--- config.mk ---
export PLATFORM = sky130hd
export DESIGN_NAME = mem_arbiter
export DESIGN_NICKNAME = d
export VERILOG_FILES = /design/src/rtl/mem_arbiter.sv
export SDC_FILE = /design/constraint.sdc
export NUM_CORES = 1
export LEC_CHECK = 0
export BUFFER_PORTS_ARGS = -buffer_cell sky130_fd_sc_hd__buf_2
export CORE_ASPECT_RATIO = 1.5
export CORE_MARGIN = 2
export CORE_UTILIZATION = 35
export CTS_CLUSTER_DIAMETER = 200
export DETAILED_ROUTE_END_ITERATION = 10
export HOLD_SLACK_MARGIN = 0.12
export PLACE_DENSITY = 0.57
export SYNTH_ARGS = -nofsm -noshare
export SYNTH_HDL_FRONTEND = slang
export SYNTH_SLANG_ARGS = --single-unit
--- constraint.sdc ---
create_clock -name clk -period 2.86 [get_ports clk]
set_input_delay 0.286 -clock clk [delete_from_list [all_inputs] [get_ports clk]]
set_output_delay 0.286 -clock clk [all_outputs]
set_load 0.02 [all_outputs]
--- src/rtl/mem_arbiter.sv ---
// rtl/mem_arbiter.sv - byte-serial RAM arbiter for fetch and load/store; optional MEM_IO_STALL_EN holds IO-region stores while the UART buffer is full
module mem_arbiter (
   input  logic        clk,
   input  logic        rst,
   input  logic        rdy,
   input  logic        clr,
   input  logic        if_req,
   input  logic [31:0] if_addr,
   output logic        if_done,
   output logic [31:0] if_data,
   input  logic        ls_req,
   input  logic        ls_wr,
   input  logic [1:0]  ls_size,
   input  logic [31:0] ls_addr,
   input  logic [31:0] ls_wdata,
   output logic        ls_done,
   output logic [31:0] ls_rdata,
   input  logic [7:0]  mem_din,
   output logic [7:0]  mem_dout,
   output logic [31:0] mem_a,
   output logic        mem_wr,
   input  logic        io_buffer_full
);

   typedef enum logic [1:0] {IDLE, IF_RD, LS_RD, LS_WR} state_t;

   state_t      state, state_n;
   logic [2:0]  cnt, cnt_n, cnt_inc;
   logic [1:0]  cnt_m1;
   logic [1:0]  last_q, last_n;
   logic [31:0] addr_q, addr_n;
   logic [31:0] wdata_q, wdata_n;
   logic [31:0] rd_buf, buf_n, cap_buf;
   logic        last_grant_ls, lg_n;
   logic [31:0] mem_a_q, mem_a_n;
   logic [7:0]  dout_q, dout_n;
   logic        wr_q, wr_n;
   logic        if_done_q, if_done_n, ls_done_q, ls_done_n;
   logic [31:0] if_data_q, if_data_n, ls_rdata_q, ls_rdata_n;
   logic        sample_ok, take_if, take_ls, grant_ls, grant_if;
   logic [1:0]  ls_last;
   logic        io_stall;

`ifdef MEM_IO_STALL_EN
   assign io_stall = (state == LS_WR) && (addr_q[17:16] == 2'b11) && io_buffer_full;
`else
   logic unused_io;
   assign io_stall  = 1'b0;
   assign unused_io = io_buffer_full;
`endif

   // Requests are not sampled in the turnaround cycle, and a flush blocks new fetches.
   assign sample_ok = (state == IDLE) && !if_done_q && !ls_done_q;
   assign take_if   = sample_ok && if_req && !clr;
   assign take_ls   = sample_ok && ls_req;
   assign grant_ls  = take_ls && (!take_if || !last_grant_ls);
   assign grant_if  = take_if && !grant_ls;
   assign ls_last   = (ls_size == 2'd0) ? 2'd0 : (ls_size == 2'd1) ? 2'd1 : 2'd3;

   assign cnt_inc = cnt + 3'd1;
   assign cnt_m1  = cnt[1:0] - 2'd1;

   // Merge the byte arriving this cycle (address issued last cycle) into the read buffer.
   always_comb begin
      cap_buf = rd_buf;
      cap_buf[{cnt_m1, 3'b000} +: 8] = mem_din;
   end

   // Next-state and registered-output computation.
   always_comb begin
      state_n    = state;
      cnt_n      = cnt;
      last_n     = last_q;
      addr_n     = addr_q;
      wdata_n    = wdata_q;
      buf_n      = rd_buf;
      lg_n       = last_grant_ls;
      mem_a_n    = mem_a_q;
      dout_n     = dout_q;
      wr_n       = wr_q;
      if_done_n  = 1'b0;
      ls_done_n  = 1'b0;
      if_data_n  = if_data_q;
      ls_rdata_n = ls_rdata_q;
      case (state)
         IDLE: begin
            mem_a_n = 32'd0;
            dout_n  = 8'd0;
            wr_n    = 1'b0;
            if (grant_ls) begin
               addr_n  = ls_addr;
               last_n  = ls_last;
               wdata_n = ls_wdata;
               cnt_n   = 3'd0;
               buf_n   = 32'd0;
               lg_n    = 1'b1;
               mem_a_n = ls_addr;
               if (ls_wr) begin
                  state_n = LS_WR;
                  wr_n    = 1'b1;
                  dout_n  = ls_wdata[7:0];
               end else begin
                  state_n = LS_RD;
               end
            end else if (grant_if) begin
               addr_n  = if_addr;
               last_n  = 2'd3;
               cnt_n   = 3'd0;
               buf_n   = 32'd0;
               lg_n    = 1'b0;
               mem_a_n = if_addr;
               state_n = IF_RD;
            end
         end
         IF_RD, LS_RD: begin
            if (clr) begin
               state_n = IDLE;
               cnt_n   = 3'd0;
               mem_a_n = 32'd0;
            end else begin
               if (cnt != 3'd0) buf_n = cap_buf;
               if (cnt == ({1'b0, last_q} + 3'd1)) begin
                  state_n = IDLE;
                  cnt_n   = 3'd0;
                  mem_a_n = 32'd0;
                  if (state == IF_RD) begin
                     if_done_n = 1'b1;
                     if_data_n = cap_buf;
                  end else begin
                     ls_done_n  = 1'b1;
                     ls_rdata_n = cap_buf;
                  end
               end else begin
                  cnt_n   = cnt_inc;
                  mem_a_n = (cnt_inc <= {1'b0, last_q}) ? addr_q + {29'd0, cnt_inc} : 32'd0;
               end
            end
         end
         LS_WR: begin
            if (!io_stall) begin
               if (cnt == {1'b0, last_q}) begin
                  state_n   = IDLE;
                  cnt_n     = 3'd0;
                  mem_a_n   = 32'd0;
                  dout_n    = 8'd0;
                  wr_n      = 1'b0;
                  ls_done_n = 1'b1;
               end else begin
                  cnt_n   = cnt_inc;
                  mem_a_n = addr_q + {29'd0, cnt_inc};
                  dout_n  = wdata_q[{cnt_inc[1:0], 3'b000} +: 8];
                  wr_n    = 1'b1;
               end
            end
         end
         default: begin
            state_n = IDLE;
         end
      endcase
   end

   // State and output registers; everything freezes while rdy is low.
   always_ff @(posedge clk) begin
      if (rst) begin
         state         <= IDLE;
         cnt           <= 3'd0;
         last_q        <= 2'd0;
         addr_q        <= 32'd0;
         wdata_q       <= 32'd0;
         rd_buf        <= 32'd0;
         last_grant_ls <= 1'b0;
         mem_a_q       <= 32'd0;
         dout_q        <= 8'd0;
         wr_q          <= 1'b0;
         if_done_q     <= 1'b0;
         ls_done_q     <= 1'b0;
         if_data_q     <= 32'd0;
         ls_rdata_q    <= 32'd0;
      end else if (rdy) begin
         state         <= state_n;
         cnt           <= cnt_n;
         last_q        <= last_n;
         addr_q        <= addr_n;
         wdata_q       <= wdata_n;
         rd_buf        <= buf_n;
         last_grant_ls <= lg_n;
         mem_a_q       <= mem_a_n;
         dout_q        <= dout_n;
         wr_q          <= wr_n;
         if_done_q     <= if_done_n;
         ls_done_q     <= ls_done_n;
         if_data_q     <= if_data_n;
         ls_rdata_q    <= ls_rdata_n;
      end
   end

   assign mem_a    = mem_a_q;
   assign mem_dout = dout_q;
   assign mem_wr   = wr_q && rdy && !io_stall;
   assign if_done  = if_done_q;
   assign ls_done  = ls_done_q;
   assign if_data  = if_data_q;
   assign ls_rdata = ls_rdata_q;

endmodule

; ---- Yosys cells after proc, flatten, opt, wreduce, memory -nomap -nowiden
; Index checks and enable logic that the tools add are counted.
; W data, S select, Z words.
[word_totals]
word_cells = 117
out_inout_bits = 107
reg_bits = 211
[op_classes]
shift = 3
order_cmp = 1
n_reduce_logical = 30
addsub = 5
n_mux = 51
bitwise_logic = 2
n_eq_ne = 11
[op_table]
columns = operator, n
row1 = $mux W32, 12
row2 = $pmux W32 S3, 1
row3 = $pmux W32 S2, 1
row4 = $add A32 B3 Y32, 1
row5 = $bwmux W32, 1
row6 = $shift A8 B7 Y32 const A, 1
row7 = $shiftx A32 B6 Y8, 1
row8 = $shiftx A8 B7 Y32, 1
row9 = $mux W8, 3
row10 = $mux W2, 9
row11 = $pmux W8 S2, 1
row12 = $mux W3, 5
row13 = $reduce_and A5 Y1, 3
row14 = $mux W1, 14
row15 = $pmux W3 S3, 1
row16 = $logic_and A1 B1 Y1, 8
row17 = $neg A5 Y7, 1
row18 = $logic_not A1 Y1, 6
row19 = $ne A2 B2 Y1 const B, 3
row20 = $ne A3 B3 Y1 const B, 2
row21 = $pmux W2 S3, 1
row22 = $reduce_and A3 Y1, 2
row23 = $reduce_bool A2 Y1, 3
row24 = $eq A2 B1 Y1 const B, 2
row25 = other kinds (15), 20

; ---- Longest topological paths before layout
; Gate-level depths: netlist of run 1.
[depth]
word_depth = 13
mapped_depth = 11

; ---- Least setup slack after synthesis of run 1
; No wires, ideal clock.
[synth_path]
path_kind = flip-flop to flip-flop
start = register cnt[0]
end = register mem_a_q[31], in the netlist mem_a[31]
arrival_ns = 2.909
setup_slack_ns = -0.187
synth_period_minus_slack_ns = 3.047
stages_incl_launch_ff = 10
setup_ns = 0.138
t_required_ns = 2.722
cell_sequence = dfxtp_1 buf_1 inv_1 ha_1 ha_1 nand3_1 and2_1 or4_1 o311ai_0 a311oi_1
[synth_between]
elab_chain_cells = 6
elab_cells_between_ends = 10
[synth_rtl]
columns = element, line
row1 = from (decl), 28  ; logic [2:0] cnt, cnt_n, cnt_inc;
row2 = from (signal assigned), 181  ; cnt <= cnt_n;
row3 = $add A3 B1 Y3, 60  ; assign cnt_inc = cnt + 3'd1;
row4 = $add A32 B3 Y32 / $le A3 B2 Y1 (equally long branches), "135, 150"
row5 = $mux W32, 135  ; mem_a_n = (cnt_inc <= {1'b0, last_q}) ? addr_q + {29'd0, cnt_inc} : 32'd0;
row6 = $mux W32, 122  ; if (cnt == ({1'b0, last_q} + 3'd1)) begin
row7 = $mux W32, 116  ; if (clr) begin
row8 = $pmux W32 S3 (*), 85  ; case (state)
row9 = to (signal assigned), 187  ; mem_a_q <= mem_a_n;
row10 = to (decl), 35  ; logic [31:0] mem_a_q, mem_a_n;
; Every way passes the cells marked *; elsewhere a longest branch is shown, timed or not.
; A chain may end at the register's enable or synchronous reset.

; ---- Worst setup path in the final report of run 1
[layout_path]
start = register state[1]
end = register addr_q[29]
[layout_between]
elab_chain_cells = 12
elab_cells_between_ends = 14
[layout_rtl]
columns = element, line
row1 = from (decl), 27  ; state_t state, state_n;
row2 = from (signal assigned), 180  ; state <= state_n;
row3 = $logic_not A2 Y1 (*), "53, 85"
row4 = $logic_and A1 B1 Y1 (2 in a row), 53  ; assign sample_ok = (state == IDLE) && !if_done_q && !ls_done_q;
row5 = $logic_and A1 B1 Y1 (2 in a row), 54  ; assign take_if = sample_ok && if_req && !clr;
row6 = $logic_not A1 Y1, 56  ; assign grant_ls = take_ls && (!take_if || !last_grant_ls);
row7 = $logic_or A1 B1 Y1, 56
row8 = $logic_and A1 B1 Y1, 56
row9 = $logic_not A1 Y1, 57  ; assign grant_if = take_if && !grant_ls;
row10 = $logic_and A1 B1 Y1, 57
row11 = $reduce_bool A2 Y1 (no line), n/a
row12 = $reduce_and A3 Y1 (no line), n/a
row13 = to (signal assigned), 183  ; addr_q <= addr_n;
row14 = to (decl), 31  ; logic [31:0] addr_q, addr_n;
; Marks and branches as above.

==> qor.txt, run 1 <==
Largest net degree at the start of global routing -> 66
#FFs+latches synth -> 211
Post-route DRC -> 0
Average cell area after synthesis -> 8.39 µm²
DR iter-0 viols -> 618
CTS clk-pin slew, worst paths -> 0.07 ns
Pins Over Slew Limit -> 0
Worst path top cell family by delay -> buffers and inverters
Outcome -> finished clean
Fillers -> 2719
HP Start -> if_addr[25]
Core ar. -> 0.0281 mm²
Final WL -> 33400 µm
Clock skew -> 0.00772 ns
Clk buf depth -> 3
Reg2reg start -> state[1]
Number of enable flip-flop cells after synthesis -> 0
CP Launch Type -> register
Pwr/cell area -> 611 mW/mm²
First-pass GRT wire length -> 52500 µm
Most used cell, CP -> dlygate4sd3_1
Max_cap viols -> 0
Antenna Nets Post-Route -> 0
Slew Limit Headroom -> 39.8%
Max VDD drop -> 394 µV
RSZ-0062 raised after global routing -> no
Worst Path Buf+Inv -> 4
Tmin final -> 2.65 ns
Hold Path Depth -> 3
Design Power -> 8090 µW
# IOs -> 221
Nets -> 1605
Drt pass-1 iters -> 5
Number of failing hold endpoints at the final stage -> 0
Gate Count Post-Synth -> 1191
Share of layout cells above drive strength 1 -> 21.8%
Crit path required time -> 3.33 ns
Overall Global Routing Usage -> 21.9%
Final period util -> 92.7%
Async SR Flop Fraction -> 0%
Worst hold endpoint -> addr_q[25]
Setup CP Type -> reg2reg
Sequential fraction of the synthesis area -> 42.3%
Via count -> 9938
Row cnt -> 75
Syn_nets -> 1322
Final setup viols -> 0
CP arrival -> 3.12 ns
Drt via density -> 5.41
Commonest cells post-synth -> 211 x dfxtp_1, 148 x a21oi_1, 144 x nand2_1, 136 x nor2_1, 112 x a211oi_1
Final HPWL DP -> 22300 µm
CTS tree -> yes
Final Core Density -> 47.2%
Cell taking the most area after synthesis -> dfxtp_1
Critical path peak fanout -> 6
WL per Instance -> 18.2 µm
Clk_lat worst skew -> 0.53 ns
Setup slack, reg-to-reg -> 0.21 ns
Remaining global-route overflow -> 0
Min-Delay Path Class -> in2reg
GPL Wtd Cong -> 0.832
H-tree Lvls -> 1
Count leader, synth -> dfxtp_1
Synth top area cells -> dfxtp_1 42%, a211oi_1 8.4%, a21oi_1 7.4%
Pleak -> 0.00519 µW
Cell breakdown of the critical path -> inv_1 > ha_2 > nor3b_4 > buf_4 > nand4_1 > dlygate4sd3_1 > a211oi_1 > dlygate4sd3_1
CTS Buf Count -> 23
Synth Cell Area -> 0.00999 mm²
Setup TNS -> 0 ns
Antenna violations before repair -> 1
Yosys top cell area share -> 42.3%
Number of global-route vias before repair -> 9803
Critical Path Sink Type -> register
Chip height -> 211 µm
Worst path slowest cell -> dlygate4sd3_1
Total die area -> 0.0299 mm²
Die X -> 142 µm
Peak Freq -> 0.377 GHz
Tightest Pin Transition -> 0.901 ns
Area Overhead vs Synth -> 32.6%
Worst reg2reg path depth -> 8
Yosys warning total -> 0
Main flop type after synthesis -> dfxtp_1
I/O Buffers -> 219
RR Endpoint -> addr_q[29]
Root Driver -> clkbuf_16
TritonCTS Sinks -> 211
Netlist cell types -> 56
CP max stage delay -> 0.59 ns
Starting Density -> 35.6%
worst max-delay path by stage:
| stage | start | to | slack [ns] | depth (start not counted) |
|---|---|---|---|---|
| 4_1_cts | state[1] | addr_q[21] | 0.04 | 8 |
| 3_3_place_gp | cnt[1] | rd_buf[18] | 0.1 | 7 |
| 6_report | state[1] | addr_q[29] | 0.21 | 8 |
| 3_5_place_dp | cnt[1] | rd_buf[21] | 0.04 | 7 |
| 5_1_grt | state[0] | addr_q[29] | 0.03 | 8 |
| 2_1_floorplan | cnt[0] | mem_a[31] | 0.03 | 9 |
area by class of cell:
| type | instances | area [µm²] | area share, % |
|---|---|---|---|
| antenna | 1 | 2.50 | 0.0189 |
| clock buffer | 28 | 614 | 4.64 |
| clock inverter | 12 | 149 | 1.12 |
| inverter | 14 | 52.6 | 0.397 |
| multi-input combinational | 866 | 5330 | 40.2 |
| sequential | 211 | 4230 | 31.9 |
| tap | 346 | 433 | 3.27 |
| timing repair buffer | 358 | 2440 | 18.5 |
layer usage:
metal | part of all wire [%] | vias to the layer above | routed length (µm) | GRT usage (%)
li1 | - | 4874 | - | -
met1 | 41 | 4703 | 13800 | 26.5
met2 | 50 | 288 | 16700 | 38.5
met3 | 4.9 | 73 | 1650 | 3.29
met4 | 3.8 | 0 | 1260 | 9.31
met5 | 0 | - | 0 | 0
worst register-to-register path, stage by stage, from the launching register on:
cell           delay (ns)
dfxtp_1              0.33
inv_1                0.11
ha_2                 0.26
nor3b_4              0.25
buf_4                0.17
nand4_1              0.11
dlygate4sd3_1        0.57
a211oi_1             0.21
dlygate4sd3_1        0.59
cells by family (layout without fill, tap and decap cells):
logic type               Yosys count  after routing  synth area share, %
flip-flops                       211            211                 42.3
multiplexers                       9              9                 1.90
XOR/XNOR                          20             20                 1.75
AO/OA/AOI/OAI                    377            377                 25.1
other                              0              1                    0
adder cells (fa/ha/maj)           17             17                 2.20
AND/OR/NAND/NOR                  443            443                 21.9
buffers and inverters            114            412                 4.80
metrics by stage:
stage / hold WS, ns / instance area (µm²) / setup WS, ns / instances
global route: 0.178 / 13300 / 0.0288 / 1836
global placement: 0.433 / 11500 / 0.0964 / 1696
detailed placement: 0.439 / 11500 / 0.0385 / 1696
floorplan: 0.422 / 10000 / 0.0309 / 1191
CTS: 0.125 / 13200 / 0.0433 / 1834
finish: 0.165 / 13300 / 0.210 / 1836
placed cells by master (no fill, tap or decap), types with 7 or more instances in the layout:
cell type      count
a211oi_1         112
a21oi_1          148
a221oi_1          18
a22o_1            31
a22oi_1           16
and4_1             7
buf_2            218
buf_4             36
clkbuf_16         23
dfxtp_1          210
dlygate4sd3_1     98
ha_1              15
inv_1             14
mux4_2             8
nand2_1          144
nand3_1           15
nand3b_1          34
nand4_1            9
nor2_1           135
nor2b_1           37
nor3_1            21
nor4_1             9
o21ai_0           10
o22ai_1            7
o31a_1             9
xnor2_1           14
sequential cells by signal (all words and copies together), names as in the netlist:
name / flops
addr_q: 32
cnt: 3
if_data: 32
if_done: 1
last_grant_ls: 1
last_q: 2
ls_done: 1
ls_rdata: 32
mem_a: 32
mem_dout: 8
rd_buf: 32
state: 2
wdata_q: 32
wr_q: 1
power by group:
part / switching (µW) / leakage [µW] / internal, µW
Sequential: 167 / 0.00172 / 3130
Combinational: 1030 / 0.00311 / 709
Clock: 1250 / 0.000365 / 1800
Total: 2450 / 0.00519 / 5640
what timing repair did:
action                                 CTS  global route
resized for setup                        1             5
cloned                                   0             0
endpoints found under the hold margin   67             0
setup endpoints to repair                1            30
hold buffers                            98             0
buffers inserted                         0             1
Power figures use the tool's default switching activity.
==> inputs of run 2 (changes only) <==
Settings changed: CORE_ASPECT_RATIO 1.5 to not set.
==> qor.txt, run 2 (synthesis gave the netlist of run 1 again) <==
Min-Delay Path Class -> in2reg
Post-route cell area -> 0.0134 mm² (+1.2%)
Setup CP Type -> reg2reg
TritonCTS Sinks -> 211 (unchanged)
Via count -> 9904 (-0.34%)
Row cnt -> 61 (-19%)
Final hold slack -> 0.191 ns (+0.0251 ns)
Crit path required time -> 3.32 ns (about the same)
Share of layout cells above drive strength 1 -> 21.8% (-0.058 points)
Number of global-route vias before repair -> 9581 (-2.3%)
Clk_lat worst skew -> 0.53 ns (about the same)
CTS tree -> yes
Peak Freq -> 0.372 GHz (-1.5%)
Tmin final -> 2.69 ns (+0.0394 ns)
H-tree Lvls -> 1 (unchanged)
Most frequent cells in the layout -> 218 x buf_2, 211 x dfxtp_1, 148 x a21oi_1, 144 x nand2_1, 135 x nor2_1
Pre-CTS WS -> 0.166 ns (+0.128 ns)
CTS clk-pin slew, worst paths -> 0.06 ns (about the same)
Pleak -> 0.00525 µW (+1.2%)
Final setup viols -> 0 (unchanged)
Starting Density -> 35.8% (+0.16 points)
Placed inst area -> 0.0115 mm² (+0.37%)
Fillers -> 2747 (+1.0%)
Number of failing hold endpoints at the final stage -> 0 (unchanged)
Final period util -> 94.0% (+1.4 points)
GPL Wtd Cong -> 0.804 (-3.3%)
# IOs -> 221 (unchanged)
Post-route setup slack -> 0.170 ns (-0.0394 ns)
Core ar. -> 0.0279 mm² (-0.44%)
Outcome -> finished clean
Remaining global-route overflow -> 0 (unchanged)
Tightest Pin Transition -> 0.723 ns (-0.178 ns)
DR iter-0 viols -> 603 (-2.4%)
Final HPWL DP -> 20900 µm (-6.2%)
CTS Buf Count -> 25 (+8.7%)
Slew Limit Headroom -> 51.8% (+12 points)
Drt pass-1 iters -> 5 (unchanged)
RSZ-0062 raised after global routing -> yes
Largest net degree at the start of global routing -> 69 (+4.5%)
CP Launch Type -> register
Clk buf depth -> 3 (unchanged)
Area Overhead vs Synth -> 34.2%
Final WL -> 32300 µm (-3.3%)
Nets -> 1606 (+0.062%)
Most common cell after layout, fill and taps aside -> buf_2
Max VDD drop -> 378 µV (-4.2%)
Antenna Nets Post-Route -> 0 (unchanged)
CP arrival -> 3.15 ns (+0.03 ns)
Root Driver -> clkbuf_16
Critical path peak fanout -> 30 (+24)
First-pass GRT wire length -> 52200 µm (-0.54%)
Critical Path Sink Type -> register
Post-route DRC -> 0 (unchanged)
Pins Over Slew Limit -> 0 (unchanged)
I/O Buffers -> 219 (unchanged)
Max_cap viols -> 0 (unchanged)
Chip height -> 173 µm (-18%)
Clock skew -> 0.0106 ns (+0.00291 ns)
Die X -> 173 µm (+22%)
Drt via density -> 5.28 (-2.4%)
Total die area -> 0.0299 mm² (about the same)
Design Power -> 8300 µW (+2.6%)
Antenna violations before repair -> 3 (+2)
Overall Global Routing Usage -> 21.0% (-0.96 points)
Pwr/cell area -> 619 mW/mm² (+1.4%)
WL per Instance -> 17.2 µm (-5.2%)
## run 2: per-layer routing
metal,up-vias,track usage [%],wire (µm)
li1,4896,-,-
met1,4651,27.9,14600
met2,309,35.4,15300
met3,48,3.32,1700
met4,0,5.12,755
met5,-,0,0
## run 2: critical path, cell delays in order, from the launching register on
cell and delay [ns]:
dfxtp_1 0.42, inv_1 0.13, ha_1 0.37, buf_4 0.21, ha_1 0.29, nor2b_1 0.13, o21ai_0 0.15, a32o_1 0.24
buf_12 0.20, nand3b_1 0.24, o22ai_1 0.22
## run 2: path summary, 6_finish.rpt
check / startpoint / end / slack [ns] / cells after the start
worst min register to register: rd_buf[30] / rd_buf[30] / 0.44 / 2
worst max register to register: cnt[1] / mem_a[23] / 0.17 / 10
worst min-delay path: rst / last_grant_ls / 0.19 / 2
worst max-delay path: cnt[1] / mem_a[23] / 0.17 / 10
## run 2: report_power, final
| group | total, µW | switching [µW] | internal (µW) | leakage (µW) |
|---|---|---|---|---|
| registers | 3310 | 174 | 3130 | 0.00172 |
| clock network | 3280 | 1320 | 1970 | 0.000426 |
| logic | 1710 | 1010 | 707 | 0.00311 |
## run 2: timing repair
action                                 in CTS  in global routing
hold buffers                              100                  0
resized for setup                           0                  5
buffers inserted                            0                  1
endpoints found under the hold margin      67                  0
setup endpoints to repair                   0                 35
## run 2: layout make-up
type                    count  area [µm²]  area share, %
multi-input cells         866        5320           39.7
flip-flops and latches    211        4220           31.5
repair buffers            357        2470           18.4
clock buffers              38         774           5.78
well taps                 378         473           3.53
clock inverters             7        87.6          0.653
inverters                  14        52.6          0.392
diodes                      3        7.51         0.0560
## run 2: stage by stage
step,util (%),std cells,setup TNS (ns)
after floorplan,-,1191,0
after global placement,41.2,1725,0
after detailed placement,41.2,1725,0
after CTS,47.9,1870,0
after global routing,48.0,1873,-0.00289
final,48.0,1874,0
